===== config.mk =====
export PLATFORM = sky130hd
export DESIGN_NAME = eaglesong_bit_matrix_mult_flat
export DESIGN_NICKNAME = d
export VERILOG_FILES = /design/src/rtl/eaglesong_bit_matrix_mult_if.sv /design/src/rtl/eaglesong_bit_matrix_mult.sv /design/src/flat_wrapper.sv
export SDC_FILE = /design/constraint.sdc
export NUM_CORES = 2
export LEC_CHECK = 0
export CORE_MARGIN = 1
export CORE_UTILIZATION = 36
export CTS_BUF_LIST = sky130_fd_sc_hd__clkbuf_4
export DETAILED_ROUTE_END_ITERATION = 8
export PLACE_DENSITY = 0.64
export SLEW_MARGIN = 40
export SYNTH_ARGS = -nofsm -noshare
export SYNTH_HDL_FRONTEND = slang
export SYNTH_SLANG_ARGS = --single-unit

===== constraint.sdc =====
create_clock -name clk -period 3.1 [get_ports clk]
set_clock_uncertainty 0.05 [all_clocks]
set_input_delay 0.62 -clock clk [delete_from_list [all_inputs] [get_ports clk]]
set_output_delay 0.62 -clock clk [all_outputs]
set_load 0.005 [all_outputs]

===== src/rtl/eaglesong_bit_matrix_mult_if.sv =====
// eaglesong_bit_matrix_mult_if
//   Handshake and data bundle between a requester (master) and the
//   bit-matrix multiplier (slave).
//   start                 : begin one multiplication (master -> slave)
//   state_in[511:0]       : 16 x 32-bit input words, word w at [32w+31:32w]
//   bit_index_to_request  : matrix bit index asked for (slave -> master)
//   requested_bit         : matrix bit for the current index (master -> slave)
//   busy / done           : run status, one-cycle done pulse (slave -> master)
//   state_out[511:0]      : result, same packing as state_in
//   abort                 : cancel a run; only when EAGLESONG_BMM_ABORT_EN
interface eaglesong_bit_matrix_mult_if;
  logic         start;
  logic [511:0] state_in;
  logic [7:0]   bit_index_to_request;
  logic         requested_bit;
  logic         busy;
  logic         done;
  logic [511:0] state_out;
`ifdef EAGLESONG_BMM_ABORT_EN
  logic         abort;

  modport master (output start, state_in, requested_bit, abort,
                  input  bit_index_to_request, busy, done, state_out);
  modport slave  (input  start, state_in, requested_bit, abort,
                  output bit_index_to_request, busy, done, state_out);
`else
  modport master (output start, state_in, requested_bit,
                  input  bit_index_to_request, busy, done, state_out);
  modport slave  (input  start, state_in, requested_bit,
                  output bit_index_to_request, busy, done, state_out);
`endif
endinterface


===== src/rtl/eaglesong_bit_matrix_mult.sv =====
// eaglesong_bit_matrix_mult
//   Serial GF(2) 16x16 word-matrix multiply used by the Eaglesong permutation:
//   out[j] = XOR_k (M[16k+j] ? in[k] : 0). The 256-bit matrix lives outside
//   and is read one bit per cycle through bit_index_to_request/requested_bit.
//   One result every 258 cycles: 1 IDLE (start) + 256 RUN + 1 DONE.
// Ports
//   clk   : rising-edge clock
//   reset : synchronous, active-high
//   bus   : eaglesong_bit_matrix_mult_if.slave (start, state_in,
//           bit_index_to_request, requested_bit, busy, done, state_out[, abort])
// Build option
//   EAGLESONG_BMM_ABORT_EN : adds bus.abort, which cancels a run in progress
//   without a done pulse and leaves state_out untouched.
//
// state | meaning
// IDLE  | waiting for start; bit index held at 0
// RUN   | one matrix bit per cycle, counter 0..255 = {k, j}
// DONE  | result copied to state_out, done pulse high
module eaglesong_bit_matrix_mult (
  input logic clk,
  input logic reset,
  eaglesong_bit_matrix_mult_if.slave bus
);

  typedef enum logic [1:0] {IDLE, RUN, DONE} state_t;

  state_t       state_q, state_d;
  logic [7:0]   cnt_q, cnt_d;
  logic [511:0] lat_q, lat_d;
  logic [511:0] acc_q, acc_d;
  logic [511:0] out_q, out_d;
  logic         busy_q, busy_d;
  logic         done_q, done_d;

  // Word offsets: counter high nibble selects the source word k,
  // low nibble the destination word j.
  logic [8:0]   src_base;
  logic [8:0]   dst_base;

  assign src_base = {cnt_q[7:4], 5'd0};
  assign dst_base = {cnt_q[3:0], 5'd0};

  always_comb begin
    state_d = state_q;
    cnt_d   = cnt_q;
    lat_d   = lat_q;
    acc_d   = acc_q;
    out_d   = out_q;
    busy_d  = busy_q;
    done_d  = 1'b0;
    case (state_q)
      IDLE: begin
        if (bus.start) begin
          state_d = RUN;
          lat_d   = bus.state_in;
          acc_d   = '0;
          cnt_d   = 8'd0;
          busy_d  = 1'b1;
        end
      end
      RUN: begin
`ifdef EAGLESONG_BMM_ABORT_EN
        if (bus.abort) begin
          state_d = IDLE;
          cnt_d   = 8'd0;
          busy_d  = 1'b0;
        end else begin
`else
        begin
`endif
          if (bus.requested_bit) begin
            acc_d[dst_base +: 32] = acc_q[dst_base +: 32] ^ lat_q[src_base +: 32];
          end
          // Wraps to 0 on the last bit, so the counter is already clear in DONE.
          cnt_d = cnt_q + 8'd1;
          if (cnt_q == 8'hFF) begin
            state_d = DONE;
            busy_d  = 1'b0;
            done_d  = 1'b1;
            // Take acc_d so the contribution of bit 255 is included.
            out_d   = acc_d;
          end
        end
      end
      DONE: begin
        state_d = IDLE;
      end
      default: begin
        state_d = IDLE;
        busy_d  = 1'b0;
        cnt_d   = 8'd0;
      end
    endcase
  end

  always_ff @(posedge clk) begin
    if (reset) begin
      state_q <= IDLE;
      cnt_q   <= 8'd0;
      lat_q   <= '0;
      acc_q   <= '0;
      out_q   <= '0;
      busy_q  <= 1'b0;
      done_q  <= 1'b0;
    end else begin
      state_q <= state_d;
      cnt_q   <= cnt_d;
      lat_q   <= lat_d;
      acc_q   <= acc_d;
      out_q   <= out_d;
      busy_q  <= busy_d;
      done_q  <= done_d;
    end
  end

  assign bus.bit_index_to_request = busy_q ? cnt_q : 8'd0;
  assign bus.busy                 = busy_q;
  assign bus.done                 = done_q;
  assign bus.state_out            = out_q;

endmodule

===== src/flat_wrapper.sv =====
// flat-port wrapper written by rule: the top's interface ports become plain ports
module eaglesong_bit_matrix_mult_flat 
  (clk, reset, bus_start, bus_state_in, bus_requested_bit, bus_bit_index_to_request, bus_busy, bus_done, bus_state_out);
  eaglesong_bit_matrix_mult_if bus_i ();
  input logic clk;
  input logic reset;
  input wire logic [$bits(bus_i.start)-1:0] bus_start;
  input wire logic [$bits(bus_i.state_in)-1:0] bus_state_in;
  input wire logic [$bits(bus_i.requested_bit)-1:0] bus_requested_bit;
  output wire logic [$bits(bus_i.bit_index_to_request)-1:0] bus_bit_index_to_request;
  output wire logic [$bits(bus_i.busy)-1:0] bus_busy;
  output wire logic [$bits(bus_i.done)-1:0] bus_done;
  output wire logic [$bits(bus_i.state_out)-1:0] bus_state_out;
  assign bus_i.start = bus_start;
  assign bus_i.state_in = bus_state_in;
  assign bus_i.requested_bit = bus_requested_bit;
  assign bus_bit_index_to_request = bus_i.bit_index_to_request;
  assign bus_busy = bus_i.busy;
  assign bus_done = bus_i.done;
  assign bus_state_out = bus_i.state_out;
  eaglesong_bit_matrix_mult u_core (.clk(clk), .reset(reset), .bus(bus_i));
endmodule

==> flow_summary.json <==
{
  "status": "complete, no violations",
  "finalPower_mw": 42.8,
  "gp_congestion": 0.966,
  "grt_pass1_wl_mm": 411,
  "worstSetupEndpointType": "flip-flop",
  "worstSetupStartpointType": "flip-flop",
  "worst_pin_slew_ps": 880,
  "layout-drive-gt1-share_pct": 18.5,
  "required_ps": 4260,
  "r2r_cells": 8,
  "place_area_sq_mm": 0.0748,
  "hold_path.class": "in2reg",
  "stdcell_area_sq_mm": 0.0865,
  "vias": 60100,
  "rrSetupSlack_ps": 2,
  "hold-path-cell-count": 6,
  "period_needed_ps": 3100,
  "final_nets": 8391,
  "post-place-cells": 9020,
  "clockBufferDepth": 4,
  "synth_cell_types": 54,
  "synth-seq-cells": 1548,
  "slew_headroom_pct": 41.3,
  "htree_levels": 5,
  "clock-sinks": 1548,
  "syn_to_final_growth_pct": 43.3,
  "antenna_found_initial": 40,
  "grt_pass1_vias": 58500,
  "seq_area_frac_synth_pct": 51.4,
  "netlist_instances": 6117,
  "clk_latency_ps": 1450,
  "fin_setup_tns_ps": 0,
  "synth.most_common_cell": "dfxtp_1",
  "mappedNetlistArea_sq_mm": 0.0603,
  "rows": 149,
  "yosysTopAreaCell": "dfxtp_1",
  "cap_violations": 0,
  "die_h_microns": 411,
  "irDropWorstVdd_mv": 0.416,
  "core_area_sq_mm": 0.166,
  "antenna_left": 0,
  "dpl.hpwl_mm": 202,
  "min_from": "bus_start",
  "root_buffer": "clkbuf_4",
  "instances_no_fill": 10400,
  "ios": 1038,
  "powerDensity_mw_per_mm2": 495,
  "floorplan.initialDensity_pct": 36.4,
  "fin_crit_sh_pct": 99.9,
  "drt_iter0_drc": 6968,
  "dieArea_sq_mm": 0.169,
  "post_drt_wl_per_cell_microns": 28.3,
  "drt_wl_total_mm": 294,
  "grt_setup_unrepaired": "true",
  "grt_remaining_overflow": 0,
  "synthTopCellsByCount": "dfxtp_1, nand2_1, a21oi_1",
  "yosysWarningCount": 0,
  "synth.top_cell.area_share_pct": 51.4,
  "cts_buffers": 416,
  "synth_nets": 6638,
  "drt-pass1-iter-count": 7,
  "power.leakage_nw": 32.2,
  "worstPathMaxFanout": 12,
  "hold_violations": 0,
  "timing.rr.start": "u_core.cnt_q[0]$_SDFFE_PP0P_",
  "grt_usage_pct": 33.3,
  "clock.fmax_mhz": 323,
  "cts_tree": "done",
  "numPortBuffers": 1037,
  "grt_start_max_net_pins": 150,
  "via_per_inst": 5.80,
  "synth_edf_count": 0,
  "rr_endpoint": "u_core.acc_q[248]$_SDFFE_PP0P_",
  "slew_viol_final": 0,
  "clk_pin_slew_ps": 70,
  "avgSynthCellArea_sq_um": 9.86,
  "synth.area.top_cells": "dfxtp_1, mux4_2, nand2_1, a21oi_1, o2bb2ai_1",
  "arrival_ps": 4260,
  "postSynth.asyncResetShare_pct": 0,
  "finalSetupViolations": 0,
  "dieWidth_microns": 411,
  "drc_errors": 0,
  "crit_type": "reg2reg",
  "synthFlopType": "dfxtp_1",
  "whs_endpoint": "u_core.state_q[0]$_SDFFE_PP0P_"
}
## how the worst max path moves through the flow
stage                                                start                                      to  slack, ps
floorplan                     u_core.cnt_q[1]$_SDFFE_PP0P_          u_core.acc_q[386]$_SDFFE_PP0P_        110
global placement              u_core.cnt_q[4]$_SDFFE_PP0P_          u_core.acc_q[358]$_SDFFE_PP0P_       -310
detailed placement            u_core.cnt_q[4]$_SDFFE_PP0P_  u_core.bus.state_out[454]$_SDFFE_PP0P_       -310
CTS                           u_core.bus.busy$_SDFFE_PP0P_             bus_bit_index_to_request[4]        -90
global route        u_core.bus.state_out[265]$_SDFFE_PP0P_                      bus_state_out[265]        -20
finish                        u_core.cnt_q[0]$_SDFFE_PP0P_          u_core.acc_q[248]$_SDFFE_PP0P_          2
## power breakdown
group          total (mW)  leakage, nW  switching [mW]  internal, mW
registers            20.5         12.6           0.248          20.3
clock network        17.8         2.99            8.71          9.08
logic                4.50         16.5            2.46          2.04
total                42.8         32.2            11.4          31.4
## per-layer routing
metal  vias to the layer above  GRT usage [%]  share of wire (%)
li1                      26000              -                  -
met1                     29200           39.6                 36
met2                      4034           52.9                 46
met3                       814           7.70                9.7
met4                        16           23.6                8.0
met5                         -              0              0.051
## placed cells by master (no fill, tap or decap), types with 7 or more instances in the layout
cell | synthesis | final
inv_1 | 133 | 133
clkdlybuf4s50_1 | 0 | 887
clkinv_2 | 0 | 14
nand2_2 | 0 | 16
and2_4 | 0 | 7
xor2_1 | 9 | 8
a21oi_1 | 609 | 598
a32oi_1 | 129 | 129
buf_12 | 0 | 131
dlygate4sd2_1 | 0 | 135
a21oi_2 | 4 | 14
mux4_2 | 256 | 256
clkinv_1 | 1 | 61
diode_2 | 0 | 42
nand2_1 | 1282 | 1266
a22o_1 | 235 | 235
nand3_1 | 11 | 11
dfxtp_2 | 0 | 123
nor3_1 | 80 | 79
nor2_1 | 112 | 106
a22oi_2 | 0 | 20
o21bai_1 | 41 | 39
o21ai_1 | 50 | 48
xnor2_2 | 25 | 28
o2bb2ai_1 | 300 | 300
a22oi_1 | 190 | 170
dlygate4sd3_1 | 0 | 589
a211oi_1 | 78 | 78
clkbuf_4 | 0 | 605
dfxtp_4 | 0 | 37
o21ai_0 | 195 | 195
buf_6 | 18 | 13
dfxtp_1 | 1548 | 1388
o32ai_1 | 128 | 128
buf_4 | 33 | 184
## through the flow
stage	utilization [%]	hold slack, ps	worst slack (ps)
finish	52.2	261	2.20
global route	52.2	149	-20.6
CTS	52.0	91.3	-94.5
detailed placement	45.1	381	-307
global placement	45.1	377	-308
floorplan	-	383	110
## repair_timing
| item | CTS | global route |
|---|---|---|
| pin swaps | 2 | 2 |
| gates resized for setup | 415 | 31 |
| buffers inserted | 30 | 0 |
| endpoints found under the setup margin | 400 | 203 |
| endpoints found under the hold margin | 688 | 0 |
| cloned | 3 | 1 |
| hold buffers | 589 | 0 |
## final cells by class
type	count	area, sq um
Clock inverter	83	412
Fill cell	14500	79200
Timing Repair Buffer	1957	20400
Multi-Input combinational cell	3813	26500
Clock buffer	605	4540
Sequential cell	1548	31300
Antenna cell	42	105
Tap cell	2189	2740
Inverter	134	510
## critical path, cell delays in order (launching register included)
cell	delay (ps)
dfxtp_4	400
buf_4	310
buf_6	290
mux4_2	590
a22oi_1	410
nand2_1	190
xor2_1	200
buf_4	220
a22o_1	230
## sequential cells by signal, summed over array words and instances (netlist names)
signal,count
u_core.bus.busy,1
u_core.bus.state_out,512
u_core.state_q,2
u_core.lat_q,512
u_core.acc_q,512
u_core.bus.done,1
u_core.cnt_q,8
## logic make-up after synthesis
family	Yosys count	share of synthesized area (%)
simple gates	1537	10.0
flops	1548	51.4
xor+xnor	43	0.935
mux	256	9.56
fa+ha+maj	5	0.104
compound gates	1972	22.7
buf+inv	756	5.38
No activity file was read; power rests on OpenSTA's default activity.
